`src/rtl/seven_seg_scan_decoder.sv`:
```
// Recovers the four hex digits shown on a multiplexed, active-low 7-segment display
// by sampling its anode/segment drive lines and committing complete frames.
module seven_seg_scan_decoder #(
    parameter int unsigned SETTLE  = 4,
    parameter int unsigned TIMEOUT = 1048576
) (
    input  logic       CLK,
    input  logic       RESET,
    input  logic [3:0] AN,
    input  logic [6:0] SEG,
    output logic [3:0] DIG0,
    output logic [3:0] DIG1,
    output logic [3:0] DIG2,
    output logic [3:0] DIG3,
    output logic [3:0] BLANK,
    output logic       FRAME_VALID,
    output logic       SEG_ERR,
    output logic       AN_ERR,
    output logic       STALE
);

    localparam int unsigned IW = $clog2(TIMEOUT + 1);

    typedef enum logic {COLLECT, COMMIT} state_t;

    state_t          state, state_next;
    logic [3:0]      an_q;
    logic [6:0]      seg_q;
    logic [7:0]      dwell, dwell_next;
    logic [IW-1:0]   idle;
    logic [3:0]      mask, mask_next;
    logic [3:0][3:0] sh_val;
    logic [3:0]      sh_blank;
    logic [3:0][3:0] dig_q;
    logic [3:0]      blank_q;
    logic            seg_err_q;
    logic            stale_q;

    logic            in_one, same, capture, legal, is_blank, cap_ok, stale_hit;
    logic [3:0]      val;
    logic [1:0]      sel;

    function automatic logic one_low(input logic [3:0] a);
        return (a == 4'b1110) || (a == 4'b1101) || (a == 4'b1011) || (a == 4'b0111);
    endfunction

    // Dwell tracking compares the incoming sample against the registered one.
    always_comb begin
        in_one     = one_low(AN);
        same       = (AN == an_q) && (SEG == seg_q);
        dwell_next = dwell;
        if (!in_one)
            dwell_next = '0;
        else if (!same)
            dwell_next = 8'd1;
        else if (dwell < 8'(SETTLE))
            dwell_next = dwell + 8'd1;
        capture = in_one && same && (dwell == 8'(SETTLE - 1));
    end

    // At a capture edge the registered sample equals the incoming one.
    always_comb begin
        legal    = 1'b1;
        is_blank = 1'b0;
        val      = '0;
        case (seg_q)
            7'h40: val = 4'h0;
            7'h79: val = 4'h1;
            7'h24: val = 4'h2;
            7'h30: val = 4'h3;
            7'h19: val = 4'h4;
            7'h12: val = 4'h5;
            7'h02: val = 4'h6;
            7'h78: val = 4'h7;
            7'h00: val = 4'h8;
            7'h10: val = 4'h9;
            7'h08: val = 4'hA;
            7'h03: val = 4'hB;
            7'h46: val = 4'hC;
            7'h21: val = 4'hD;
            7'h06: val = 4'hE;
            7'h0E: val = 4'hF;
            7'h7F: is_blank = 1'b1;
            default: legal = 1'b0;
        endcase
        case (an_q)
            4'b1110: sel = 2'd0;
            4'b1101: sel = 2'd1;
            4'b1011: sel = 2'd2;
            default: sel = 2'd3;
        endcase
        cap_ok    = capture && legal;
        stale_hit = !cap_ok && (idle == IW'(TIMEOUT - 1));
    end

    always_comb begin
        mask_next = mask;
        if (state == COMMIT || stale_hit || (capture && !legal))
            mask_next = '0;
        if (cap_ok)
            mask_next = mask_next | (4'b0001 << sel);

        state_next = state;
        case (state)
            COLLECT: if (mask_next == 4'b1111) state_next = COMMIT;
            COMMIT:  state_next = COLLECT;
            default: state_next = COLLECT;
        endcase

        // The commit cycle already presents the shadow; registers catch up on exit.
        FRAME_VALID = (state == COMMIT);
        DIG0  = FRAME_VALID ? sh_val[0] : dig_q[0];
        DIG1  = FRAME_VALID ? sh_val[1] : dig_q[1];
        DIG2  = FRAME_VALID ? sh_val[2] : dig_q[2];
        DIG3  = FRAME_VALID ? sh_val[3] : dig_q[3];
        BLANK = FRAME_VALID ? sh_blank : blank_q;
        SEG_ERR = seg_err_q;
        STALE   = stale_q;
        AN_ERR  = (an_q != 4'b1111) && !one_low(an_q);
    end

    always_ff @(posedge CLK or negedge RESET) begin
        if (!RESET) begin
            state     <= COLLECT;
            an_q      <= '1;
            seg_q     <= '0;
            dwell     <= '0;
            idle      <= '0;
            mask      <= '0;
            sh_val    <= '0;
            sh_blank  <= '0;
            dig_q     <= '0;
            blank_q   <= '1;
            seg_err_q <= 1'b0;
            stale_q   <= 1'b0;
        end else begin
            state     <= state_next;
            an_q      <= AN;
            seg_q     <= SEG;
            dwell     <= dwell_next;
            mask      <= mask_next;
            seg_err_q <= capture && !legal;
            if (cap_ok) begin
                sh_val[sel]   <= val;
                sh_blank[sel] <= is_blank;
                idle          <= '0;
                stale_q       <= 1'b0;
            end else begin
                if (idle != IW'(TIMEOUT))
                    idle <= idle + 1'b1;
                if (stale_hit)
                    stale_q <= 1'b1;
            end
            if (state == COMMIT) begin
                dig_q   <= sh_val;
                blank_q <= sh_blank;
            end
        end
    end

endmodule
```
`config.mk`:
```
export PLATFORM = sky130hd
export DESIGN_NAME = seven_seg_scan_decoder
export DESIGN_NICKNAME = d
export VERILOG_FILES = /design/src/rtl/seven_seg_scan_decoder.sv
export SDC_FILE = /design/constraint.sdc
export NUM_CORES = 1
export LEC_CHECK = 0
export BUFFER_PORTS_ARGS = -buffer_cell sky130_fd_sc_hd__buf_2
export CAP_MARGIN = 40
export CORE_ASPECT_RATIO = 2
export CORE_MARGIN = 3
export CORE_UTILIZATION = 59
export DETAILED_ROUTE_END_ITERATION = 8
export PLACE_DENSITY_LB_ADDON = 0.3
export SLEW_MARGIN = 20
export SYNTH_ARGS = -nofsm -noshare
export SYNTH_HDL_FRONTEND = slang
export SYNTH_SLANG_ARGS = --single-unit
```
`constraint.sdc`:
```
create_clock -name CLK -period 3.4 [get_ports CLK]
set_input_delay 0.51 -clock CLK [delete_from_list [all_inputs] [get_ports CLK]]
set_output_delay 0.51 -clock CLK [all_outputs]
set_load 0.01 [all_outputs]
```
==> results of run 1 <==
==> routing by layer <==
layer / wire length (um) / vias to the layer above
li1: - / 1287
met1: 2890 / 1360
met2: 4480 / 59
met3: 255 / 16
met4: 170 / 0
met5: 0 / -
==> worst reg2reg max path: stages, from the launching register on <==
cell and delay (ps):
dfrtp_1 590, xnor2_1 170, nand4_1 260, a2111oi_4 580
nand2_4 140, nor4b_4 510, mux2_2 400
==> logic make-up (layout without fill, tap and decap cells) <==
family | after synthesis | after routing | synth area share
xor gates and xnor gates | 35 | 35 | 0.0763
muxes | 44 | 44 | 0.120
and+or+nand+nor | 132 | 132 | 0.185
buffers and inverters | 19 | 61 | 0.0268
AOI/OAI and AO/OA | 27 | 27 | 0.0514
DFF | 87 | 87 | 0.531
adders and majority gates | 3 | 3 | 0.00912
==> path summary, 6_finish.rpt <==
kind,slack (ps),startpoint,cells past startpoint,end
setup reg to reg,640,seg_q[4],6,sh_val[0]
hold / removal,110,RESET,1,seg_q[2]
min in group CLK,300,SEG[4],1,seg_q[4]
setup / recovery,640,seg_q[4],6,sh_val[0]
max in group asynchronous,2650,RESET,2,blank_q[0]
hold reg to reg,480,dwell[4],1,dwell[4]
==> power breakdown <==
group	internal (W)	switching [W]	leakage [nW]
Combinational	0.0000351	0.0000552	0.915
Sequential	0.00105	0.0000212	1.14
Clock	0.000667	0.000396	0.155
Total	0.00175	0.000472	2.22
==> synth_stat cells (3+ instances only) <==
library cell,count
xnor2_1,23
clkbuf_1,5
nand3_1,19
dfstp_2,8
o21ai_0,7
nor2_1,42
a21oi_1,7
buf_6,4
xor2_1,11
nand2b_1,3
nand2_1,17
and2_1,5
dfrtp_1,79
ha_1,3
mux2_2,42
nand4_1,8
and3_1,4
nor4_1,6
inv_1,5
nor3_1,6
==> cell usage in the layout, fill, tap and decap left out, types with 3 or more instances in the layout <==
cell type and count:
dfstp_2 8, clkbuf_16 9, xnor2_1 23, dfrtp_1 79, and2_1 5, a21oi_1 7, and3_1 4, xor2_1 11
buf_4 3, nand3_1 19, inv_1 5, nand2_1 17, nor3_1 6, nor4_1 6, o21ai_0 7, buf_2 35
ha_1 3, mux2_2 42, nor2_1 42, nand4_1 8, nand2b_1 3
==> through the flow <==
step           area, um^2  worst slack (ps)  cells
2_1_floorplan        4120               958    347
3_3_place_gp         4330               602    459
3_5_place_dp         4370               560    461
4_1_cts              4710               615    477
5_1_grt              4710               385    477
6_report             4710               637    477
==> state kept, by name, indices dropped and copies added (netlist names) <==
signal / flops
FRAME_VALID: 1
SEG_ERR: 1
STALE: 1
an_q: 4
blank_q: 4
dig_q: 16
dwell: 8
idle: 21
mask: 4
seg_q: 7
sh_blank: 4
sh_val: 16
==> final cells by class <==
class	count	area [um^2]	area share
Timing Repair Buffer	40	240	0.0511
Tap cell	88	110	0.0234
Multi-Input combinational cell	241	1820	0.386
Clock inverter	6	92.6	0.0197
Sequential cell	87	2190	0.465
Clock buffer	10	239	0.0508
Inverter	5	18.8	0.00399
==> qor.txt, run 1 <==
Final wirelength = 7.80 mm
Final HPWL DP = 5.61 mm
Slew @ Worst Pin = 637 ps
Ys async rst share = 1.00
Main synth FF type = dfrtp_1
Vias/cell = 5.71
Layout cell share with drive strength beyond 1 = 0.308
CP Data Arrival Time = 2990 ps
Hold_ws = 108 ps
Largest net degree at the start of global routing = 58
Die span in x = 65.1 um
Residual DRC = 0
Inserted Clock Buffers = 9
Setup-failing EPs final = 0
Final GP Congestion = 0.849
Setup TNS = 0 ps
Met3 usage = 0.0542
Highest net fanout along the worst path = 13
Antenna fix cells = 0
# IOs = 37
CTS tree = yes
Cts hold-fix bufs = 0
Finished Core Util = 0.705
Vias in the first global route = 2795
Tightest Hold Check Type = in2async
Crit end category = flop
Status = finished, final reports clean
P per Cell Area = 472 nW/um^2
Tot Pwr = 0.00222 W
Required time at the worst-slack endpoint = 3620 ps
Top-area cell type share of the netlist area = 0.480
Yosys cell types = 51
Die ar. = 8070 um^2
Met2 global-route usage = 0.395
I/O Buffers = 36
Clk slew on worst S/H paths = 60 ps
Initial Util = 0.617
WS Path Type = reg2reg
Final hold violations = 0
Fill count = 505
Vias after detailed routing = 2722
Wire per inst = 16.3 um
Synth area leaders = dfrtp_1 (48%), mux2_2 (11%), dfstp_2 (5.1%)
Post-Syn Area per Cell = 11.9 um^2
Crit-path cells = xnor2_1 -> nand4_1 -> a2111oi_4 -> nand2_4 -> nor4b_4 -> mux2_2
Family with the most delay on the worst path = simple AND/OR/NAND/NOR gates
Final Critical Period = 2760 ps
GRT Max-Usage Layer = met2
Slowest stage delay, CP = 590 ps
Post-synth EDFFs = 0
Max-slew headroom = 0.572
GRT overflow = 0
CTS root buffer = clkbuf_16
Post_cts resized = 0
Die H = 124 um
Yosys Warn Count = 0
CP Buf/Inv Count = 0
Area of the core = 6670 um^2
Post-synth top area cell = dfrtp_1
Post-Route Skew = 7.31 ps
Slowest CP cell = dfrtp_1
Synthesized area = 4120 um^2
Pre-antenna DRT Iters = 4
Initial antenna violation count = 0
CTS sink count = 87
H-Tree Depth = 3
Slew Viols, Final = 0
RSZ-0062 raised after global routing = no
Skew-Pair Late Insertion Delay = 340 ps
# Max-Cap Violations = 0
GR Layer Usage met1 = 0.245
Register area share after synthesis = 0.531
Syn-to-layout area delta = 14.4%
Row count = 42
Post-CTS setup buffers = 0
Top achievable clock speed = 0.362 GHz
Syn_nets = 363
1st-iter DRT viols = 123
Syn Inst Count = 347
FF+latch count, synth = 87
Antenna viol nets, final = 0
Worst IR drop on VDD = 0.000352 V
Total Routing Usage GR = 0.220
Period utilization = 0.813
Max clock buf depth = 2
Critical path startpoint category = flop
Leakage Power = 2.22 nW
Global-route wire length before repair = 13.3 mm
Final net count = 400
No activity file was read; power rests on OpenSTA's default activity.
==> run 2: changes to the inputs <==
--- a/config.mk
+++ b/config.mk
@@ -9,7 +9,7 @@
 export CAP_MARGIN = 40
 export CORE_ASPECT_RATIO = 2
 export CORE_MARGIN = 3
-export CORE_UTILIZATION = 59
+export CORE_UTILIZATION = 53
 export DETAILED_ROUTE_END_ITERATION = 8
 export PLACE_DENSITY_LB_ADDON = 0.3
 export SLEW_MARGIN = 20
==> constraint.sdc (replaced) <==
create_clock -name CLK -period 2.2 [get_ports CLK]
set_input_delay 0.33 -clock CLK [delete_from_list [all_inputs] [get_ports CLK]]
set_output_delay 0.33 -clock CLK [all_outputs]
set_load 0.01 [all_outputs]
==> run 2 against run 1 <==
Net effect:
- the flow now finishes with violations (setup timing)
- non-clock buffer count rose by 47
- register-to-register slack got worse by 740 ps
- final area rose by 10%
- global-route usage fell by 0.83 points
- cell count rose by 11%
- hold slack improved by 8.4 ps
- clock power rose by 48%
- largest cell class unchanged
==> qor.txt, run 2 (synthesis gave the netlist of run 1 again) <==
Status = complete, but fails checks (was finished, final reports clean)
Violated checks = setup timing
Critical path startpoint category = flop (unchanged)
Final GP Congestion = 0.920 (was 0.849)
Antenna viol nets, final = 0 (unchanged)
Vias after detailed routing = 2880 (was 2722)
Tightest Hold Check Type = in2reg (was in2async)
FF-to-FF setup slack = -100 ps (was 640 ps)
Row count = 44 (was 42)
CTS sink count = 87 (unchanged)
Clk slew on worst S/H paths = 60 ps (about the same)
Reg with most FFs = idle (unchanged)
Syn-to-layout area delta = 25.8% (was 14.4%)
Final net count = 447 (was 400)
Die span in x = 68.3 um (was 65.1 um)
Slowest stage delay, CP = 550 ps (was 590 ps)
Post-Route Skew = 6.58 ps (was 7.31 ps)
Vias in the first global route = 3111 (was 2795)
Crit-path cells = xnor2_2 -> nand4_1 -> buf_6 -> a2111oi_4 -> nand2_4 -> a211o_4 -> nor2b_4 -> nor4b_4 (was xnor2_1 -> nand4_1 -> a2111oi_4 -> nand2_4 -> nor4b_4 -> mux2_2)
Hold path cells = 1
Highest net fanout along the worst path = 7 (was 13)
Inserted Clock Buffers = 9 (unchanged)
Slowest CP cell = dfstp_2 (was dfrtp_1)
Storage element area = 2190 um^2 (about the same)
Fill count = 513 (was 505)
Vias/cell = 5.45 (was 5.71)
Origin of the critical flop-to-flop path = an_q[3] (was seg_q[4])
Commonest non-fill, non-tap cell in the layout = dfrtp_1 (unchanged)
Final worst slack = -101 ps (was 637 ps)
Final Critical Period = 2300 ps (was 2760 ps)
Hold EP = seg_q[2]
Slew @ Worst Pin = 521 ps (was 637 ps)
Final wirelength = 8.41 mm (was 7.80 mm)
Top achievable clock speed = 0.435 GHz (was 0.362 GHz)
Skew-Pair Late Insertion Delay = 340 ps (about the same)
Finished Core Util = 0.701 (was 0.705)
Wire per inst = 15.9 um (was 16.3 um)
I/O Buffers = 36 (unchanged)
GRT overflow = 0 (unchanged)
H-Tree Depth = 3 (unchanged)
Worst IR drop on VDD = 0.000524 V (was 0.000352 V)
Max clock buf depth = 2 (unchanged)
Period utilization = 1.05 (was 0.813)
Largest registers = idle (21), dig_q (16), sh_val (16) (unchanged)
Residual DRC = 0 (unchanged)
# Max-Cap Violations = 0 (unchanged)
Hold_sp = SEG[2]
Initial Util = 0.558 (was 0.617)
Max-slew headroom = 0.651 (was 0.572)
Area occupied by multi-input gates = 1930 um^2 (was 1820 um^2)
Slew Viols, Final = 0 (unchanged)
CTS tree = yes (unchanged)
Setup-failing EPs final = 16 (was 0)
# IOs = 37 (unchanged)
Pre-antenna DRT Iters = 4 (unchanged)
RSZ-0062 raised after global routing = yes (was no)
Layout cell share with drive strength beyond 1 = 0.408 (was 0.308)
CP Data Arrival Time = 2550 ps (was 2990 ps)
Antenna fix cells = 0 (unchanged)
R2R depth = 8 (was 6)
WS Path Type = reg2reg (unchanged)
Most frequent cells in the layout = dfrtp_1 (76), buf_4 (44), nor2_1 (41) (was dfrtp_1 (79), nor2_1 (42), mux2_2 (42))
Final hold violations = 0 (unchanged)
Largest net degree at the start of global routing = 46 (was 58)
Crit end category = flop (unchanged)
Required time at the worst-slack endpoint = 2450 ps (was 3620 ps)
Max FFs per register = 21 (unchanged)
Final HPWL DP = 6.19 mm (was 5.61 mm)
CTS root buffer = clkbuf_16 (unchanged)
Area of the core = 7380 um^2 (was 6670 um^2)
P per Cell Area = 659 nW/um^2 (was 472 nW/um^2)
Leakage Power = 2.49 nW (was 2.22 nW)
Hold_ws = 117 ps (was 108 ps)
Global-route wire length before repair = 14.0 mm (was 13.3 mm)
1st-iter DRT viols = 128 (was 123)
Initial antenna violation count = 0 (unchanged)
Die ar. = 8920 um^2 (was 8070 um^2)
Worst reg2reg endpoint = FRAME_VALID (was sh_val[0])
Total Routing Usage GR = 0.212 (was 0.220)
Die H = 131 um (was 124 um)
[run 2: worst max-delay path, delay by kind of cell, from the launching register on]
family                    cells  cell delay (ps)
AOI/OAI and AO/OA             2              710
buffers and inverters         1              160
and+or+nand+nor               4              670
DFF                           1              550
xor gates and xnor gates      1              120
[run 2: metrics by stage]
| step | total power [W] | instance area [um^2] | setup slack, ps | instances | TNS (ps) |
|---|---|---|---|---|---|
| final | 0.00341 | 5170 | -101 | 528 | -893 |
| after global routing | 0.00353 | 5170 | -216 | 528 | -2880 |
| after CTS | 0.00344 | 5120 | -107 | 527 | -791 |
| after detailed placement | 0.00185 | 4700 | -257 | 504 | -4020 |
| after global placement | 0.00185 | 4700 | -221 | 504 | -3630 |
| after floorplan | 0.00176 | 4170 | -168 | 347 | -1490 |
[run 2: worst max path at each step]
stage	start	end	depth (start not counted)
final	an_q[3]	FRAME_VALID	8
after global placement	AN[3]	sh_val[7]	8
after CTS	an_q[0]	FRAME_VALID	7
after detailed placement	AN[3]	FRAME_VALID	9
after floorplan	an_q[0]	sh_blank[0]	7
after global routing	an_q[2]	FRAME_VALID	9
[run 2: area by class of cell]
| cell class | instances | area share |
|---|---|---|
| clock buffers | 10 | 0.0462 |
| clock inverters | 6 | 0.0143 |
| inverters | 5 | 0.00363 |
| multi-input cells | 241 | 0.372 |
| flip-flops and latches | 87 | 0.423 |
| well taps | 92 | 0.0222 |
| repair buffers | 87 | 0.118 |
[run 2: timing repair]
action | 4_1_cts | 5_1_grt
hold buffers | 1 | 0
endpoints found under the setup margin | 23 | 23
resized for setup | 16 | 9
setup buffers | 6 | 1
pin swaps | 12 | 12
hold endpoints to repair | 21 | 0
[run 2: metal layers]
layer  track usage  vias up  wire length (um)
met4         0.107        0               314
met2         0.377       54              4680
li1              -     1383                 -
met3        0.0470       23               228
met5             0        -                 0
met1         0.226     1420              3180
[run 2: power breakdown]
group / total (W) / switching, W / internal [W]
clock: 0.00157 / 0.000640 / 0.000928
combinational: 0.000213 / 0.000118 / 0.0000948
sequential: 0.00163 / 0.0000153 / 0.00162
==> run 3: changes to the inputs <==
--- a/config.mk
+++ b/config.mk
@@ -12,6 +12,7 @@
 export CORE_UTILIZATION = 53
 export DETAILED_ROUTE_END_ITERATION = 8
 export PLACE_DENSITY_LB_ADDON = 0.3
+export SETUP_SLACK_MARGIN = 0.05
 export SLEW_MARGIN = 20
 export SYNTH_ARGS = -nofsm -noshare
 export SYNTH_HDL_FRONTEND = slang
==> run 3 against run 2 <==
Net effect:
- the flow still finishes with violations (setup timing)
- register-to-register slack lost 30 ps
- maximum frequency shrank 1.2%
- die area is the same
- routed wire length grew 9.4%
- critical path type unchanged
- critical endpoint is now sh_val[3]
- largest cell class unchanged
- largest power group unchanged
==> qor.txt, run 3 (synthesis gave the netlist of run 1 again) <==
GR Layer Usage met1 = 0.219 (was 0.226)
Vias/cell = 5.46 (was 5.45)
R2R depth = 8 (unchanged)
Leakage Power = 2.56 nW (was 2.49 nW)
Die ar. = 8920 um^2 (unchanged)
Layout cell share with drive strength beyond 1 = 0.442 (was 0.408)
Largest registers = idle (21), dig_q (16), sh_val (16) (unchanged)
Final wirelength = 9.19 mm (was 8.41 mm)
Area of the core = 7380 um^2 (unchanged)
CP Buf/Inv Count = 2 (was 1)
Origin of the critical flop-to-flop path = an_q[3] (unchanged)
Sequential share of power = 0.494 (was 0.478)
Critical path startpoint category = flop (unchanged)
Post-Route Skew = 9.66 ps (was 6.58 ps)
H-Tree Depth = 3 (unchanged)
Tightest Hold Check Type = in2async (was in2reg)
Antenna viol nets, final = 0 (unchanged)
Status = complete, but fails checks (unchanged)
Largest net degree at the start of global routing = 49 (was 46)
# IOs = 37 (unchanged)
1st-iter DRT viols = 129 (was 128)
Initial antenna violation count = 0 (unchanged)
Pre-antenna DRT Iters = 4 (unchanged)
Post-DP Area = 4800 um^2 (was 4700 um^2)
Most frequent cells in the layout = dfrtp_1 (75), buf_4 (53), nor2_1 (40) (was dfrtp_1 (76), buf_4 (44), nor2_1 (41))
CP Data Arrival Time = 2540 ps (was 2550 ps)
Violated checks = setup timing (unchanged)
Slew Viols, Final = 0 (unchanged)
Clk pwr share = 0.434 (was 0.460)
Vias after detailed routing = 2949 (was 2880)
Slew @ Worst Pin = 639 ps (was 521 ps)
Commonest non-fill, non-tap cell in the layout = dfrtp_1 (unchanged)
Vias in the first global route = 3036 (was 3111)
Crit-path cells = xnor2_2 -> nand4_1 -> a2111oi_4 -> buf_4 -> nand2_4 -> nor4b_4 -> buf_6 -> mux2_2 (was xnor2_2 -> nand4_1 -> buf_6 -> a2111oi_4 -> nand2_4 -> a211o_4 -> nor2b_4 -> nor4b_4)
Top achievable clock speed = 0.430 GHz (was 0.435 GHz)
Max clock buf depth = 2 (unchanged)
Sw frac = 0.233 (was 0.227)
Max FFs per register = 21 (unchanged)
Met3 usage = 0.0393 (was 0.0470)
Final hold violations = 0 (unchanged)
Worst IR drop on VDD = 0.000529 V (was 0.000524 V)
Wire per inst = 17.0 um (was 15.9 um)
Die span in x = 68.3 um (unchanged)
Cts hold-fix bufs = 0 (was 1)
Skew-Pair Late Insertion Delay = 340 ps (about the same)
Initial Util = 0.558 (unchanged)
Slowest CP cell = dfstp_2 (unchanged)
NetSw = 0.000771 W (was 0.000773 W)
Die H = 131 um (unchanged)
Reg with most FFs = idle (unchanged)
Final GP Congestion = 0.923 (was 0.920)
CTS tree = yes (unchanged)
Antenna fix cells = 0 (unchanged)
Highest net fanout along the worst path = 7 (unchanged)
Design Area, Final = 5290 um^2 (was 5170 um^2)
Max-slew headroom = 0.574 (was 0.651)
Family with the most delay on the worst path = flip-flops (was compound AO/OA/AOI/OAI gates)
FF-to-FF setup slack = -130 ps (was -100 ps)
Crit end category = flop (unchanged)
Fill count = 544 (was 513)
Final net count = 459 (was 447)
Required time at the worst-slack endpoint = 2420 ps (was 2450 ps)
Met2 global-route usage = 0.415 (was 0.377)
Setup-failing EPs final = 16 (unchanged)
RSZ-0062 raised after global routing = yes (unchanged)
Final HPWL DP = 6.69 mm (was 6.19 mm)
CTS root buffer = clkbuf_16 (unchanged)
Global-route wire length before repair = 14.4 mm (was 14.0 mm)
Period utilization = 1.06 (was 1.05)
WS Path Type = reg2reg (unchanged)
P per Cell Area = 624 nW/um^2 (was 659 nW/um^2)
Tot Pwr = 0.00330 W (was 0.00341 W)
CTS sink count = 87 (unchanged)
Final worst slack = -127 ps (was -101 ps)
Final Critical Period = 2330 ps (was 2300 ps)
# Max-Cap Violations = 0 (unchanged)
GRT Max-Usage Layer = met2 (unchanged)
Finished Core Util = 0.717 (was 0.701)
Comb power frac = 0.072 (was 0.062)
I/O Buffers = 36 (unchanged)
Row count = 44 (unchanged)
Total Routing Usage GR = 0.222 (was 0.212)
GRT overflow = 0 (unchanged)
Inserted Clock Buffers = 9 (unchanged)
Slowest stage delay, CP = 550 ps (about the same)
Clk slew on worst S/H paths = 60 ps (about the same)
Residual DRC = 0 (unchanged)
Syn-to-layout area delta = 28.6% (was 25.8%)
Internal = 0.00253 W (was 0.00264 W)
Worst reg2reg endpoint = sh_val[3] (was FRAME_VALID)
-- run 3: changes by cell type in the layout (fill, tap and decap cells not counted), sizes merged --
cell         previous run  this run
clkinv                  1         3
clkinvlp                0         1
bufinv                  1         0
dlygate4sd3             1         0
buf                    86        99
inv                     9         6
clkbuf                 10        11
-- run 3: stage by stage --
step	TNS, ps	cells	hold WS (ps)	worst slack [ps]
after floorplan	-1490	347	34.4	-168
after global placement	-2330	516	385	-155
after detailed placement	-2980	516	394	-195
after CTS	-978	534	27.2	-104
after global routing	-3020	540	45.7	-222
final	-1210	540	2.38	-127
-- run 3: repair_timing --
action                                  in CTS  in global routing
cloned                                       0                  0
endpoints found under the setup margin      23                 47
resized for setup                           15                 24
pin swaps                                    6                  8
buffers inserted                             4                  6
-- run 3: worst max-delay path by stage --
stage | startpoint | endpoint | slack, ps | depth (start not counted)
CTS | an_q[3] | sh_val[2] | -100 | 8
floorplan | an_q[0] | sh_blank[0] | -170 | 7
finish | an_q[3] | sh_val[3] | -130 | 8
detailed placement | seg_q[2] | sh_blank[0] | -200 | 7
global route | an_q[1] | sh_val[3] | -220 | 9
global placement | SEG[5] | sh_val[7] | -160 | 8
-- run 3: worst reg2reg max path: stages (launching register included) --
cell and delay [ps]:
dfstp_2 550, xnor2_2 110, nand4_1 230, a2111oi_4 330, buf_4 170, nand2_4 60, nor4b_4 230, buf_6 180
mux2_2 340
-- run 3: power groups by stage --
| stage | Clock, W | Combinational [W] | Sequential, W |
|---|---|---|---|
| finish | 0.00143 | 0.000237 | 0.00163 |
| global route | 0.00154 | 0.000256 | 0.00163 |
| CTS | 0.00147 | 0.000219 | 0.00163 |
| detailed placement | 0 | 0.000213 | 0.00166 |
| global placement | 0 | 0.000209 | 0.00166 |
| floorplan | 0 | 0.000109 | 0.00165 |
-- run 3: metal layers --
layer	vias to the layer above	routed length [um]
met3	17	228
met4	0	256
met5	-	0
met1	1484	3300
met2	50	5410
li1	1398	-
-- run 3: layout make-up --
cell class	count	area, um^2	area share
Sequential cell	87	2190	0.414
Multi-Input combinational cell	241	1960	0.370
Timing Repair Buffer	99	723	0.137
Clock buffer	11	243	0.0459
Tap cell	92	115	0.0217
Clock inverter	5	42.5	0.00804
Inverter	5	18.8	0.00355
